[src/rtl/shift_unit_if.sv]
// Request/result bundle between the control unit and the iterative shift unit.
// The control unit drives it as master; the shift unit drives it as slave.
interface shift_unit_if #(
   parameter int WIDTH   = 32,
   parameter int SHAMT_W = 5
);
   logic               start;
   logic [2:0]         shiftOp;
   logic [WIDTH-1:0]   w_shiftIn;
   logic [SHAMT_W-1:0] shamt;
   logic [WIDTH-1:0]   w_shiftOut;
   logic               busy;
   logic               done;

   modport master (
      output start,
      output shiftOp,
      output w_shiftIn,
      output shamt,
      input  w_shiftOut,
      input  busy,
      input  done
   );

   modport slave (
      input  start,
      input  shiftOp,
      input  w_shiftIn,
      input  shamt,
      output w_shiftOut,
      output busy,
      output done
   );
endinterface

[src/rtl/shift_unit.sv]
// Iterative one-bit-per-clock shifter: capture, shift shamt times, pulse done.
// The result register holds its value in IDLE until the next accepted start.
module shift_unit #(
   parameter int WIDTH   = 32,
   parameter int SHAMT_W = 5
) (
   input logic        clock,
   input logic        reset,
   shift_unit_if.slave bus
);

   localparam logic [2:0] OP_SLL = 3'b001;
   localparam logic [2:0] OP_SRL = 3'b010;
   localparam logic [2:0] OP_SRA = 3'b011;
   localparam logic [2:0] OP_ROR = 3'b100;
   localparam logic [2:0] OP_ROL = 3'b101;

   typedef enum logic [1:0] {
      IDLE  = 2'd0,
      SHIFT = 2'd1,
      DONE  = 2'd2
   } state_t;

   state_t             state;
   logic [WIDTH-1:0]   data;
   logic [SHAMT_W-1:0] count;
   logic [2:0]         op;

   // One single-bit step; unknown codes hold so no-op timing matches a shift.
   function automatic logic [WIDTH-1:0] step(
      input logic [WIDTH-1:0] d,
      input logic [2:0]       o
   );
      logic [WIDTH-1:0] r;
      r = d;
      case (o)
         OP_SLL:  r = {d[WIDTH-2:0], 1'b0};
         OP_SRL:  r = {1'b0, d[WIDTH-1:1]};
         OP_SRA:  r = {d[WIDTH-1], d[WIDTH-1:1]};
         OP_ROR:  r = {d[0], d[WIDTH-1:1]};
         OP_ROL:  r = {d[WIDTH-2:0], d[WIDTH-1]};
         default: r = d;
      endcase
      return r;
   endfunction

   always_ff @(posedge clock or posedge reset) begin
      if (reset) begin
         state <= IDLE;
         data  <= '0;
         count <= '0;
         op    <= 3'b000;
      end else begin
         case (state)
            IDLE: begin
               if (bus.start) begin
                  data  <= bus.w_shiftIn;
                  count <= bus.shamt;
                  op    <= bus.shiftOp;
                  state <= (bus.shamt != '0) ? SHIFT : DONE;
               end
            end
            SHIFT: begin
               data  <= step(data, op);
               count <= count - 1'b1;
               if (count == SHAMT_W'(1)) begin
                  state <= DONE;
               end
            end
            DONE: begin
               state <= IDLE;
            end
            default: begin
               state <= IDLE;
            end
         endcase
      end
   end

   assign bus.w_shiftOut = data;
   assign bus.busy       = (state != IDLE);
   assign bus.done       = (state == DONE);

endmodule

[src/flat_wrapper.sv]
// flat-port wrapper written by rule: the top's interface ports become plain ports
module shift_unit_flat 
#(
   parameter int WIDTH   = 32,
   parameter int SHAMT_W = 5
)
  (clock, reset, bus_start, bus_shiftOp, bus_w_shiftIn, bus_shamt, bus_w_shiftOut, bus_busy, bus_done);
  shift_unit_if #(.WIDTH(WIDTH), .SHAMT_W(SHAMT_W)) bus_i ();
  input logic clock;
  input logic reset;
  input wire logic [$bits(bus_i.start)-1:0] bus_start;
  input wire logic [$bits(bus_i.shiftOp)-1:0] bus_shiftOp;
  input wire logic [$bits(bus_i.w_shiftIn)-1:0] bus_w_shiftIn;
  input wire logic [$bits(bus_i.shamt)-1:0] bus_shamt;
  output wire logic [$bits(bus_i.w_shiftOut)-1:0] bus_w_shiftOut;
  output wire logic [$bits(bus_i.busy)-1:0] bus_busy;
  output wire logic [$bits(bus_i.done)-1:0] bus_done;
  assign bus_i.start = bus_start;
  assign bus_i.shiftOp = bus_shiftOp;
  assign bus_i.w_shiftIn = bus_w_shiftIn;
  assign bus_i.shamt = bus_shamt;
  assign bus_w_shiftOut = bus_i.w_shiftOut;
  assign bus_busy = bus_i.busy;
  assign bus_done = bus_i.done;
  shift_unit #(.WIDTH(WIDTH), .SHAMT_W(SHAMT_W)) u_core (.clock(clock), .reset(reset), .bus(bus_i));
endmodule
[config.mk]
export PLATFORM = sky130hd
export DESIGN_NAME = shift_unit_flat
export DESIGN_NICKNAME = d
export VERILOG_FILES = /design/src/rtl/shift_unit_if.sv /design/src/rtl/shift_unit.sv /design/src/flat_wrapper.sv
export SDC_FILE = /design/constraint.sdc
export NUM_CORES = 1
export LEC_CHECK = 0
export BUFFER_PORTS_ARGS = -buffer_cell sky130_fd_sc_hd__buf_2
export CAP_MARGIN = 10
export CORE_UTILIZATION = 55
export CTS_CLUSTER_SIZE = 10
export DETAILED_ROUTE_END_ITERATION = 16
export GPL_TIMING_DRIVEN = 0
export PLACE_DENSITY = 0.82
export SLEW_MARGIN = 20
export SYNTH_ARGS = -nofsm -noshare
export SYNTH_HDL_FRONTEND = slang
export SYNTH_SLANG_ARGS = --single-unit
[constraint.sdc]
create_clock -name clock -period 2.9 [get_ports clock]
set_input_delay 0.145 -clock clock [delete_from_list [all_inputs] [get_ports clock]]
set_output_delay 0.145 -clock clock [all_outputs]
set_load 0.01 [all_outputs]
Word-level counts from Yosys, hierarchy flattened
Index checks and enable logic that the tools add are counted.
{"block": "totals", "output_inout_bits": 34, "in_bits": 43, "ff_bits": 42, "wordCells": 37}
{"block": "classes", "eq_ne": 13, "addsub": 1, "mux": 9, "reduce_logical": 9}
{"operator": "case mux 32 bit (5 select lines)", "count": 1}
{"operator": "case mux 32 bit (2 select lines)", "count": 1}
{"operator": "2-to-1 mux 32 bit", "count": 1}
{"operator": "case mux 5 bit (2 select lines)", "count": 1}
{"operator": "equality test 3 x 2 -> 1 bit, second input constant", "count": 2}
{"operator": "equality test 3 bit, second input constant", "count": 2}
{"operator": "2-to-1 mux 2 bit", "count": 3}
{"operator": "!= test 6 bit, second input constant", "count": 1}
{"operator": "AND reduction 2 bit", "count": 3}
{"operator": "equality test 5 x 1 -> 1 bit, second input constant", "count": 1}
{"operator": "2-to-1 mux 5 bit", "count": 1}
{"operator": "!= test 5 bit, second input constant", "count": 1}
{"operator": "nonzero test 5 bit", "count": 1}
{"operator": "subtractor 5 x 1 -> 5 bit, second input constant", "count": 1}
{"operator": "!= test 2 bit, second input constant", "count": 2}
{"operator": "case mux 2 bit (2 select lines)", "count": 1}
{"operator": "AND reduction 4 bit", "count": 1}
{"operator": "nonzero test 2 bit", "count": 2}
{"operator": "equality test 3 x 1 -> 1 bit, second input constant", "count": 1}
{"operator": "AND reduction 3 bit", "count": 1}
{"operator": "equality test 2 x 1 -> 1 bit, second input constant", "count": 1}
{"operator": "equality test 2 bit, second input constant", "count": 1}
{"operator": "logical NOT 2 bit", "count": 1}
{"operator": "!= test 2 x 1 -> 1 bit, second input constant", "count": 1}

Logic depth before layout (Yosys ltp)
{"block": "depth", "depth_word": 4, "mapped_depth": 6, "depth_no_buf": 5}

Worst setup path before layout
Ideal clock, no wire load.
{"block": "synth_timing", "kind": "reg2reg", "start": "register u_core.op[2]", "end": "register u_core.data[1], in the netlist u_core.bus.w_shiftOut[1]", "t_arrival_ns": 1.372, "t_required_ns": 2.779, "stages_incl_launch_ff": 7, "setup_ns": 0.121, "n_path_buf": 2, "setup_slack_ns": 1.407, "cell_sequence": "dfrtp_1 buf_6 or3_4 a31o_2 buf_6 o21ai_0 o21ai_1"}
{"block": "synth_via", "elab_chain_len": 3, "elab_cells_between_ends": 9, "cone_classes": "eq/ne: 6; mux: 2; reduce/logical: 1"}
{"element": "start, declared", "line_no": "shift_unit.sv:27", "rtl": "logic [2:0] op;"}
{"element": "start signal, assigned", "line_no": "shift_unit.sv:59", "rtl": "op <= bus.shiftOp;"}
{"element": "equality test 3 bit (tied with other cells)", "line_no": "shift_unit.sv:36", "rtl": "case (o)"}
{"element": "case mux 32 bit (5 select lines) or != test 6 bit (tied branches)"}
{"element": "case mux 32 bit (2 select lines) or AND reduction 3 bit (tied branches)"}
{"element": "end signal, assigned", "line_no": "shift_unit.sv:57", "rtl": "data <= bus.w_shiftIn;"}
{"element": "end signal, assigned", "line_no": "shift_unit.sv:64", "rtl": "data <= step(data, op);"}
{"element": "end, declared", "line_no": "shift_unit.sv:25", "rtl": "logic [WIDTH-1:0] data;"}
Parallel ways exist; a longest one is shown, timed or not.
A chain may end at the register's enable or synchronous reset.

Final worst setup path
{"block": "layout_timing", "start": "register u_core.state[0]", "end": "register u_core.data[4], in the netlist u_core.bus.w_shiftOut[4]"}
{"block": "layout_via", "elab_chain_len": 3, "elab_cells_between_ends": 7, "cone_classes": "eq/ne: 3; mux: 1; reduce/logical: 3"}
{"element": "start, declared", "line_no": "shift_unit.sv:24", "rtl": "state_t state;"}
{"element": "start signal, assigned", "line_no": "shift_unit.sv:60", "rtl": "state <= (bus.shamt != '0) ? SHIFT : DONE;"}
{"element": "equality test 2 x 1 -> 1 bit or logical NOT 2 bit (tied branches)", "line_no": "shift_unit.sv:54", "rtl": "case (state)"}
{"element": "!= test 6 bit (no line) (tied with other cells)"}
{"element": "AND reduction 3 bit (no line)"}
Parallel ways exist; a longest one is shown, timed or not.

==> results.tsv <==
stage	metric	value	unit
place	Port-buffer cells	76	
detailed_routing	Routed Antenna Nets	0	
worst_setup_path	CP delay by family, top	compound AO/OA/AOI/OAI gates	
yosys	asr flop ratio synth	100.0	%
cells_and_area	multi-input logic area	0.001853	mm2
cells_and_area	Final Non-Filler Cells	502	
cells_and_area	register area	0.001051	mm2
cts	postcts setup bufs	0	
power	maximum vdd ir drop	0.6721	mV
power	switch share	46.89	%
cells_and_area	Antenna diodes	0	
sta	minimum clock period	1.757	ns
detailed_routing	Avg WL per Cell	15.32	um
power	Combinational Power Share	65.8	%
cts	clk root buf	clkbuf_8	
place	Post-Place Cells	495	
outcome	run status	finished clean	
sta	fin. max-slew vios	0	
die	Core Region	0.005270	mm2
yosys	Synth Flop Type	dfrtp_1	
worst_setup_path	Reg-to-Reg Start	u_core.state[0]$_DFFE_PP0P_	
cells_and_area	final core utilization	69.87	%
sta	fmax	569.3	MHz
detailed_routing	drt total wl	7692	um
cts	CTS tree	built	
global_route	initial antenna violation count	0	
die	FP Rows	26	
worst_setup_path	slowest CP cell	dfrtp_1	
yosys	largest cells by area after synthesis	dfrtp_1, mux2_2, mux2i_1, a21oi_1, o21a_1	
die	Die Wd	77.10	um
worst_setup_path	CP peak stage delay	0.44	ns
detailed_routing	DRT Pass-1 Iters	4	
worst_setup_path	Critical Path Start	u_core.state[0]$_DFFE_PP0P_	
place	HPWL Detailed	5457	um
yosys	Mapped Area	0.003102	mm2
cts	H-tree Lvls	2	
power	leakage	1.744	nW
power	Int Power	2.655	mW
die	Initial Utilization	58.86	%
worst_setup_path	WP buf/inv	2	
sta	worst-margin pin slew	0.5381	ns
detailed_routing	DRC viols	0	
min_path	min-delay src	bus_shiftOp[0]	
yosys	Cell variety after synth	35	
cts	Inserted Clock Buffers	5	
die	Ports	77	
worst_setup_path	Arr. time, crit path	1.98	ns
global_route	pin count of the biggest net entering global routing	29	
die	die footprint	0.005944	mm2
worst_setup_path	WP data required	3.12	ns
worst_setup_path	critical path class	reg -> reg	
yosys	synth warn	0	
power	Sequential Power Share	26.5	%
detailed_routing	initial DRC count	127	
cells_and_area	Final #Nets	478	
yosys	post-synthesis sequential area ratio	33.88	%
power	Sw Pwr	2.344	mW
sta	hold slack	0.09261	ns
power	Clock Power Share	7.7	%
die	Die Ht	77.10	um
global_route	GR Util All Layers	27.20	%
yosys	Yosys reg bits	42	
detailed_routing	vias	2884	
sta	Post-Route Setup TNS	0	ns
yosys	synth cell count leaders	a21oi_1, dfrtp_1, mux2_2, o21ai_0, mux2i_1	
yosys	post-synthesis cell count	348	
global_route	vias in the first global route	2729	
global_route	first-pass GRT wire length	13030	um
worst_setup_path	critical path depth	6	
worst_setup_path	crit end category	register	
sta	max_slew headroom	64.12	%
power	Pwr per Cell Area	1358	mW/mm2
yosys	EDFF count, synth	0	
worst_setup_path	Crit Path Max Fanout	10	
cells_and_area	Fill cells	450	
yosys	Yosys top cell area share	33.88	%
detailed_routing	vias per inst	5.745	
min_path	min-delay worst type	in -> reg	
sta	post-route clock period utilization	60.58	%
yosys	Synth area leader	dfrtp_1	
job	max_cap viols	0	
yosys	syn_nets	393	
place	placer congestion estimate	0.8288	
global_route	Remaining Overflow, GRT	0	
yosys	synthesized area per cell	8.913	um2
sta	RSZ-0062 raised after global routing	no	
sta	final hold violation count	0	
sta	endpoints failing setup	0	
worst_setup_path	cell count of the worst reg-to-reg path	6	
worst_setup_path	Startpoint Class	register	
worst_setup_path	crit path cell chain	buf_4 > nor3b_4 > a31o_2 > buf_6 > o21ai_0 > o21ai_1	
cts	Clock Path Buffers	2	
cells_and_area	Area Overhead vs Synth	18.72	%
cts	clock-pin slew on the worst setup and hold paths	0.08	ns
min_path	WHS Path Cells	2	
cells_and_area	share of layout cells above drive strength 1	32.64	%
cts	clock net sink count	42	
sta	Worst Skew	0.005658	ns
cts	worst-skew pair later-pin latency	0.30	ns
-- worst register-to-register path, stage by stage (launching register included) --
cell and delay (ns):
dfrtp_1 0.44, buf_4 0.21, nor3b_4 0.40, a31o_2 0.23, buf_6 0.16, o21ai_0 0.10, o21ai_1 0.15
-- metal layers --
metal | vias to the layer above | global-route usage (%) | wire, um
met5 | - | 0 | 0
li1 | 1433 | - | -
met2 | 74 | 44.38 | 3778
met1 | 1364 | 36.81 | 3452
met4 | 0 | 9.057 | 101
met3 | 13 | 4.167 | 360
-- power by group through the flow --
stage	clock [mW]	combinational, mW	sequential (mW)
2_1_floorplan	0	2.42	1.33
3_3_place_gp	0	3.18	1.31
3_5_place_dp	0	3.28	1.33
4_1_cts	0.389	3.30	1.32
5_1_grt	0.415	3.66	1.38
6_report	0.382	3.29	1.33
-- cells in the final DEF (no fill, tap or decap), types with 2 or more instances in the layout --
cell,instances
dfrtp_1,42
mux2i_1,31
nor3_1,2
clkbuf_8,6
a31oi_1,4
nand3_1,2
o22ai_1,2
buf_6,5
o21ai_0,34
mux2_2,34
clkbuf_1,13
nor2_1,11
o21a_1,28
o22a_1,4
o21ai_1,26
ha_1,2
a21oi_1,42
nand2_1,28
nor3b_1,2
buf_2,84
nand2b_1,3
buf_4,4
inv_1,5
nor2b_1,3
-- kinds of logic after synthesis --
| family | Yosys count | share of synthesized area (%) |
|---|---|---|
| multiplexers | 65 | 22.35 |
| adder cells (fa/ha/maj) | 2 | 0.8066 |
| buffers and inverters | 36 | 6.374 |
| flip-flops | 42 | 33.88 |
| AND/OR/NAND/NOR | 56 | 8.673 |
| AO/OA/AOI/OAI | 147 | 27.91 |
-- layout make-up --
type	count	area share [%]
Clock buffer	6	2.243
Tap cell	70	2.379
Sequential cell	42	28.54
Buffer	30	4.757
Multi-Input combinational cell	270	50.32
Timing Repair Buffer	78	11.15
Inverter	6	0.6116
-- per-stage QoR --
step,setup slack (ns),power [mW],area [um2]
after floorplan,1.407,3.748,3102
after global placement,1.179,4.482,3570
after detailed placement,1.130,4.604,3590
after CTS,1.116,5.008,3682
after global routing,1.023,5.454,3682
final,1.143,4.999,3682
-- worst paths after layout --
| check | to | slack, ns |
|---|---|---|
| setup / recovery | u_core.bus.w_shiftOut[4]$_DFFE_PP0P_ | 1.14 |
| hold / removal | u_core.op[0]$_DFFE_PP0P_ | 0.09 |
| setup reg to reg | u_core.bus.w_shiftOut[4]$_DFFE_PP0P_ | 1.14 |
| hold reg to reg | u_core.count[4]$_DFFE_PP0P_ | 0.49 |
| max in group asynchronous | u_core.bus.w_shiftOut[9]$_DFFE_PP0P_ | 2.10 |
| min in group asynchronous | u_core.bus.w_shiftOut[19]$_DFFE_PP0P_ | 0.34 |
-- state kept, by name (all words and copies together), names as in the netlist --
name and count:
u_core.op 3, u_core.count 5, u_core.state 2, u_core.bus.w_shiftOut 32
-- timing repair --
action | CTS | global route
gates resized for setup | 0 | 0
hold buffers | 1 | 0
hold endpoints to repair | 14 | 0
No activity file was read; power rests on OpenSTA's default activity.
